[src/rtl/div_pkg.sv]
// Shared definitions for the sequential divider.
//   state_t : FSM encoding (IDLE, BUSY, DONE)
//   DW_DEF  : default dividend/quotient width
//   VW_DEF  : default divisor width
package div_pkg;

    localparam int DW_DEF = 16;
    localparam int VW_DEF = 8;

    typedef enum logic [1:0] {
        IDLE = 2'd0,
        BUSY = 2'd1,
        DONE = 2'd2
    } state_t;

endpackage

[src/rtl/div_step.sv]
// One radix-2 restoring division step (purely combinational).
//   part_in  : partial remainder before the step (VW+1 bits)
//   bit_in   : next dividend bit, MSB first
//   divisor  : unsigned divisor
//   part_out : partial remainder after the step
//   q_bit    : quotient bit produced by this step
module div_step #(
    parameter int VW = 8
) (
    input  logic [VW:0]   part_in,
    input  logic          bit_in,
    input  logic [VW-1:0] divisor,
    output logic [VW:0]   part_out,
    output logic          q_bit
);

    // One extra bit on the shifted value so the compare and subtract can
    // never wrap, whatever the partial remainder holds.
    logic [VW+1:0] shifted;
    logic [VW+1:0] dvs_ext;

    assign shifted  = {part_in, bit_in};
    assign dvs_ext  = {2'b00, divisor};
    assign q_bit    = (shifted >= dvs_ext);
    // After a restoring step the value is always below the divisor,
    // so dropping the top bit loses nothing.
    assign part_out = (VW+1)'(q_bit ? (shifted - dvs_ext) : shifted);

endmodule

[src/rtl/div_seq.sv]
// Sequential unsigned divider, one quotient bit per clock.
//   clk, rst             : clock (rising edge), synchronous active-high reset
//   in_valid/in_ready    : operand handshake, a (DW bits) / b (VW bits)
//   out_valid/out_ready  : result handshake
//   quotient, remainder  : a / b and a mod b (zero-extended), held in DONE
//   dbz                  : divide-by-zero flag, qualified by out_valid
module div_seq
    import div_pkg::*;
#(
    parameter int DW = DW_DEF,
    parameter int VW = VW_DEF
) (
    input  logic          clk,
    input  logic          rst,
    input  logic          in_valid,
    output logic          in_ready,
    input  logic [DW-1:0] a,
    input  logic [VW-1:0] b,
    output logic          out_valid,
    input  logic          out_ready,
    output logic [DW-1:0] quotient,
    output logic [DW-1:0] remainder,
    output logic          dbz
);

    localparam int CW = $clog2(DW);

    state_t        state;
    logic [CW-1:0] cnt;
    logic [DW-1:0] dvd;   // dividend shifts out the top, quotient bits shift in
    logic [VW:0]   part;
    logic [VW-1:0] dvs;

    logic [VW:0]   part_nxt;
    logic          q_bit;
    logic [DW-1:0] dvd_nxt;

    div_step #(.VW(VW)) u_step (
        .part_in  (part),
        .bit_in   (dvd[DW-1]),
        .divisor  (dvs),
        .part_out (part_nxt),
        .q_bit    (q_bit)
    );

    assign dvd_nxt = {dvd[DW-2:0], q_bit};

    always_ff @(posedge clk) begin
        if (rst) begin
            state     <= IDLE;
            in_ready  <= 1'b1;
            out_valid <= 1'b0;
            quotient  <= '0;
            remainder <= '0;
            dbz       <= 1'b0;
            cnt       <= '0;
            dvd       <= '0;
            part      <= '0;
            dvs       <= '0;
        end else begin
            case (state)
                IDLE: begin
                    if (in_valid) begin
                        dvd      <= a;
                        dvs      <= b;
                        part     <= '0;
                        in_ready <= 1'b0;
                        if (b == '0) begin
                            // No iterations needed: report all-ones quotient.
                            state     <= DONE;
                            out_valid <= 1'b1;
                            quotient  <= '1;
                            remainder <= a;
                            dbz       <= 1'b1;
                        end else begin
                            state <= BUSY;
                            cnt   <= CW'(DW - 1);
                            dbz   <= 1'b0;
                        end
                    end
                end
                BUSY: begin
                    part <= part_nxt;
                    dvd  <= dvd_nxt;
                    cnt  <= cnt - 1'b1;
                    if (cnt == '0) begin
                        state     <= DONE;
                        out_valid <= 1'b1;
                        quotient  <= dvd_nxt;
                        remainder <= DW'(part_nxt);
                    end
                end
                DONE: begin
                    if (out_ready) begin
                        state     <= IDLE;
                        out_valid <= 1'b0;
                        in_ready  <= 1'b1;
                    end
                end
                default: begin
                    state     <= IDLE;
                    out_valid <= 1'b0;
                    in_ready  <= 1'b1;
                end
            endcase
        end
    end

endmodule

[config.mk]
export PLATFORM = sky130hd
export DESIGN_NAME = div_seq
export DESIGN_NICKNAME = d
export VERILOG_FILES = /design/src/rtl/div_pkg.sv /design/src/rtl/div_step.sv /design/src/rtl/div_seq.sv
export SDC_FILE = /design/constraint.sdc
export NUM_CORES = 1
export LEC_CHECK = 0
export CELL_PAD_IN_SITES_DETAIL_PLACEMENT = 0
export CELL_PAD_IN_SITES_GLOBAL_PLACEMENT = 1
export CORE_MARGIN = 8
export CORE_UTILIZATION = 35
export CTS_BUF_LIST = sky130_fd_sc_hd__clkbuf_8 sky130_fd_sc_hd__clkbuf_16
export DETAILED_ROUTE_END_ITERATION = 7
export PLACE_DENSITY_LB_ADDON = 0.1
export SLEW_MARGIN = 0
export SYNTH_ARGS = -nofsm -noshare
export SYNTH_HDL_FRONTEND = slang
export SYNTH_SLANG_ARGS = --single-unit
[constraint.sdc]
create_clock -name clk -period 2.2 [get_ports clk]
set_input_delay 0.55 -clock clk [delete_from_list [all_inputs] [get_ports clk]]
set_output_delay 0.55 -clock clk [all_outputs]
set_load 0.1 [all_outputs]
After elaboration in Yosys (flattened, before gate mapping)
Cells that the tools add are included.
Storage, ports and cells
  register bits after elaboration: 74
  bits in latches: 0
  RAM bits: 0
  memory bits (read-only): 0
  word-level logic and storage cells: 62
  memories kept: 0
Cells by class
  add/sub/neg operators: 2
  multipliers: 0
  div/mod/pow operators: 0
  $lt $le $gt $ge: 1
  eq/ne operators: 7
  shift operators: 0
  multiplexer cells: 30
  bitwise operators: 1
  reduce and logical (&&, ||, !) cells: 11
Operator list (number)
  $mux 16: 7
  $pmux 16 s2: 3
  $mux 9: 2
  $pmux 9 s2: 1
  $ge 10x8->1: 1
  $ne 2x2->1 const B: 5
  $reduce_and 3->1: 3
  $sub 9x8->9: 1
  $logic_not 8->1: 1
  $mux 2: 4
  $mux 4: 2
  $pmux 4 s2: 1
  $reduce_and 4->1: 2
  $mux 1: 7
  $pmux 1 s3: 2
  $pmux 2 s3: 1
  $logic_not 4->1: 1
  $reduce_and 2->1: 2
  $sub 4x1->4 const B: 1
  $eq 2x1->1 const B: 1
  $eq 2x2->1 const B: 1
  $logic_not 2->1: 1
  $reduce_bool 2->1: 1
  $not 1->1: 1

Depth between registers and ports, before layout
  depth in word-level cells: 4
  mapped depth: 11
  gate-level depth less buffers: 10

Hierarchy
A second synthesis with hierarchy kept.
Second synthesis, totals
  cell total of the unflattened synthesis: 380
  area total of the unflattened synthesis: 3459.6 um2
By module, submodules not included
  div_seq: times used 1, cells each 305, area an instance 2936.6 um2, sequential area each 1481.4 um2
  div_step: times used 1, cells each 75, area an instance 523.0 um2, sequential area each 0.0 um2

Least setup slack after synthesis
OpenSTA, ideal clock, no wires.
  kind: register to register
  start point: reg dvd[15]
  end point: reg remainder[2]
  setup time: 123 ps
  arrival: 2012 ps
  required time: 2077 ps
  setup slack: 65 ps
  stages on the path, launching flop included: 12
  buffers on the path: 1
  cells stage by stage: dfxtp_1 > inv_1 > ha_1 > inv_1 > fa_1 > nand3_1 > a21oi_2 > nor3_4 > buf_6 > mux2_2 > nand2_1 > a31oi_1
On the way
  longest elaborated chain between the ends: 4
  elaborated cells on any way between the ends: 5
  classes of those cells: add/sub (1); order compare (1); mux (3)
RTL lines
  start, declared: line div_seq.sv:30  | logic [DW-1:0] dvd;
  start signal, assigned: line div_seq.sv:84  | dvd <= dvd_nxt;
  $sub 9x8->9 or $ge 10x8->1 (tied branches): line div_step.sv:27, div_step.sv:24
  $mux 9 *: line div_step.sv:27  | assign part_out = (VW+1)'(q_bit ? (shifted - dvs_ext) : shifted);
  $mux 16 *: line div_seq.sv:86  | if (cnt == '0) begin
  $pmux 16 s2 *: line div_seq.sv:61  | case (state)
  end signal, assigned: line div_seq.sv:90  | remainder <= DW'(part_nxt);
  end, declared: line div_seq.sv:22  | output logic [DW-1:0] remainder,
Mark *: on every way between the ends. The rest lies on a longest branch, timed or not. The select of a mux whose other input is x is not followed.
A chain may end at the register's enable or synchronous reset.

Final worst setup path
  start point: reg dvd[15]
  end point: reg remainder[1]
Same word-level chain as after synthesis.

==> flow_metrics.tcl <==
set metrics [dict create \
    status "finished with violations" \
    violations "negative setup slack" \
    cap_violations 0 \
    track_usage_pct 15.23 \
    avgSynthCellArea_um2 8.152 \
    grt_overflow_total 0 \
    synth-simple-area-share_pct 24.62 \
    cts-htree-levels 3 \
    die_x_um 116.0 \
    io_pins 63 \
    post_dp_cell_area_um2 4378 \
    dr.pass1.iters 4 \
    vias 3252 \
    crit_start "dvd[15]" \
    cts_root_buffer "clkbuf_8" \
    antenna_found_initial 0 \
    drc 0 \
    crit_path_end_kind "flip-flop" \
    route.met2.wl_um 4545 \
    gp_congestion 0.7830 \
    cts_hold_buf 0 \
    initial_utilization_pct 35.94 \
    finish.instance_area_um2 4746 \
    path_clk_slew_ns 0.08 \
    synthMuxAreaShare_pct 4.758 \
    min_period_ns 2.220 \
    dpl.hpwl_um 7231 \
    grt_pass1_wl_um 16100 \
    wl_met1_um 5094 \
    cp-start-kind "flip-flop" \
    holdCritPathClass "flip-flop to flip-flop" \
    worstMarginPinSlew_ns 0.5522 \
    dieHeight_um 116.0 \
    arrival_ns 2.45 \
    post_route_cells_drive_above_1_share_pct 25.78 \
    cp.required_ns 2.43 \
    io_buffers 62 \
    crit_family "adder cells" \
    synthDistinctLibCells 55 \
    synth-seq-cells 74 \
    vias_per_cell 5.011 \
    cts_buffers 9 \
    synthCells 429 \
    cts_tree "done" \
    seq_area_frac_synth_pct 42.36 \
    r2r_slack_ns -0.02 \
    num_antenna_cells 0 \
    hold_start "remainder[12]" \
    worstPathMaxFanout 6 \
    synth_fa_ha_area_share_pct 3.792 \
    hold_viol_final 0 \
    grt_pass1_vias 3134 \
    setup_violations 7 \
    clock_path_buffers 2 \
    fmax_ghz 0.4504 \
    synth-xor-area-share_pct 0.7513 \
    fin_skew_ns 0.009636 \
    synth_compound_area_share_pct 17.60 \
    ir_worst_vdd_mv 0.3722 \
    power.leakage_nw 1.884 \
    area_growth_pct 35.71 \
    timing.final.ws_setup_ns -0.02038 \
    fin_nets 549 \
    final_cells 649 \
    power.density_nw_per_um2 980.4 \
    cpMostUsedCell "inv_2" \
    insertion_delay_ns 0.35 \
    place_inst 632 \
    final_core_util_pct 48.78 \
    grt_max_degree 50 \
    power_mw 4.653 \
    r2r_end "remainder[1]" \
    final_max_slew_viol_count 0 \
    num_rows 36 \
    r2r_start "dvd[15]" \
    pre_cts_slack_ns -0.2800 \
    wl_met3_um 459 \
    rsz0062_at_grt "true" \
    reg2reg_depth 11 \
    worst_path_max_delay_cell "fa_2" \
    synth_nets 467 \
    max_stage_delay_ns 0.39 \
    cts.sinks 74 \
    core_region_area_um2 9729 \
    postRouteWirelength_um 10210 \
    drt_iter0_drc 157 \
    min_path_cells 2 \
    crit_type "flip-flop to flip-flop" \
    ant_nets 0 \
    post-route-period-util_pct 100.9 \
    synth_top_family_by_area "simple AND/OR/NAND/NOR gates" \
    post_synth_instance_area_um2 3497 \
    slew_headroom_pct 63.19 \
    crit_buf_inv 3 \
    design.die.area_um2 13450 \
    highest_layer "met4" \
    routedWlPerCell_um 15.73 \
    cp_cell_sequence "inv_2 > ha_4 > inv_2 > fa_2 > nand3_4 > a21oi_4 > nor3_4 > buf_6 > mux2i_4 > a211o_1 > a21oi_2" \
    whs_endpoint "remainder[12]" \
    yosysWarnings 0 \
]
cell type report:
type / count / area, µm²
sequential: 74 / 1484
multi-input combinational: 308 / 1966
clock buffer: 9 / 123.9
inverter: 14 / 52.55
timing repair buffer: 104 / 884.6
clock inverter: 7 / 68.82
tap: 133 / 166.4
fill: 992 / 4984
registers in the layout, indices dropped and copies added (netlist names):
register   cells
dvs            8
cnt            4
remainder     16
state          2
dvd           16
dbz            1
in_ready       1
quotient      16
part           9
out_valid      1
cells in the final DEF (no fill, tap or decap), drive strengths merged, types with 11 or more instances in the layout:
| master | count |
|---|---|
| nand2 | 56 |
| inv | 16 |
| o21ai | 13 |
| a21oi | 39 |
| mux2i | 11 |
| buf | 78 |
| nand3 | 12 |
| nor2 | 59 |
| dfxtp | 74 |
| clkdlybuf4s50 | 26 |
| nor3 | 35 |
tightest hold or removal path: stages, from the launching register on:
cell and delay [ns]:
dfxtp_1 0.32, nand2_1 0.05, a21oi_1 0.05
repair_timing:
item                                    in CTS  in global routing
endpoints found under the setup margin      12                 30
setup buffers                                0                  1
gates resized for setup                      4                 34
pin swaps                                    1                 12
endpoints found under the hold margin        0                  0
worst max-delay path by stage:
stage                     cells past startpoint            to
after global placement                        8   quotient[0]
after detailed placement                      8   quotient[0]
after global routing                         11       part[1]
after floorplan                              11  remainder[2]
after CTS                                    10  remainder[5]
final                                        11  remainder[1]
metrics by stage:
stage	setup TNS, ns	hold slack [ns]
floorplan	0	0.4363
global placement	-8.391	0.4439
detailed placement	-8.399	0.4522
CTS	-0.002881	0.4654
global route	-1.112	0.4802
finish	-0.07364	0.4613
Yosys cell counts, drive strengths merged:
cell type,instances,area share (%)
a311oi,10,2.5
nor3,35,5.3
inv,14,1.5
nor2b,2,0.36
nor4,4,0.72
or4b,1,0.29
nand2,56,6.0
or3,2,0.39
o21ai,13,2.0
ha,9,3.2
o2111ai,1,0.25
or2,1,0.18
nor4b,1,0.25
xor2,3,0.75
and4,1,0.25
dfxtp,74,42
a21boi,1,0.32
o221a,1,0.32
clkbuf,19,2.1
a21oi,39,6.1
nor2,59,6.4
or3b,1,0.25
a211o,3,0.79
o211ai,3,0.79
a2111oi,1,0.43
mux2i,11,3.1
a22oi,2,0.43
nand4,4,0.72
and2b,1,0.21
and3b,1,0.25
nand3,12,1.7
nand3b,1,0.21
fa,1,0.57
nand2b,6,1.1
a31oi,4,0.72
o31a,1,0.25
o21bai,1,0.21
a2bb2oi,1,0.25
mux2,5,1.6
o32ai,1,0.25
buf,14,2.5
a211oi,7,1.5
a221oi,2,0.50
logic make-up (layout without fill, tap and decap cells):
kind of cell,count (synthesis),after routing
fa+ha+maj,10,10
simple gates,188,188
mux,16,16
buf+inv,47,134
flops,74,74
xor+xnor,3,3
compound gates,91,91
report_power, final:
group | switching [mW] | internal, mW
clock network | 0.536 | 0.522
logic | 1.16 | 0.863
registers | 0.102 | 1.47
total | 1.79 | 2.86
per-layer routing:
| layer | vias up | GRT usage [%] |
|---|---|---|
| met5 | - | 0 |
| met4 | 0 | 4.149 |
| met3 | 10 | 3.752 |
| met2 | 73 | 23.24 |
| met1 | 1507 | 20.78 |
| li1 | 1662 | - |
Note: power is estimated with default switching activity, not from simulation.
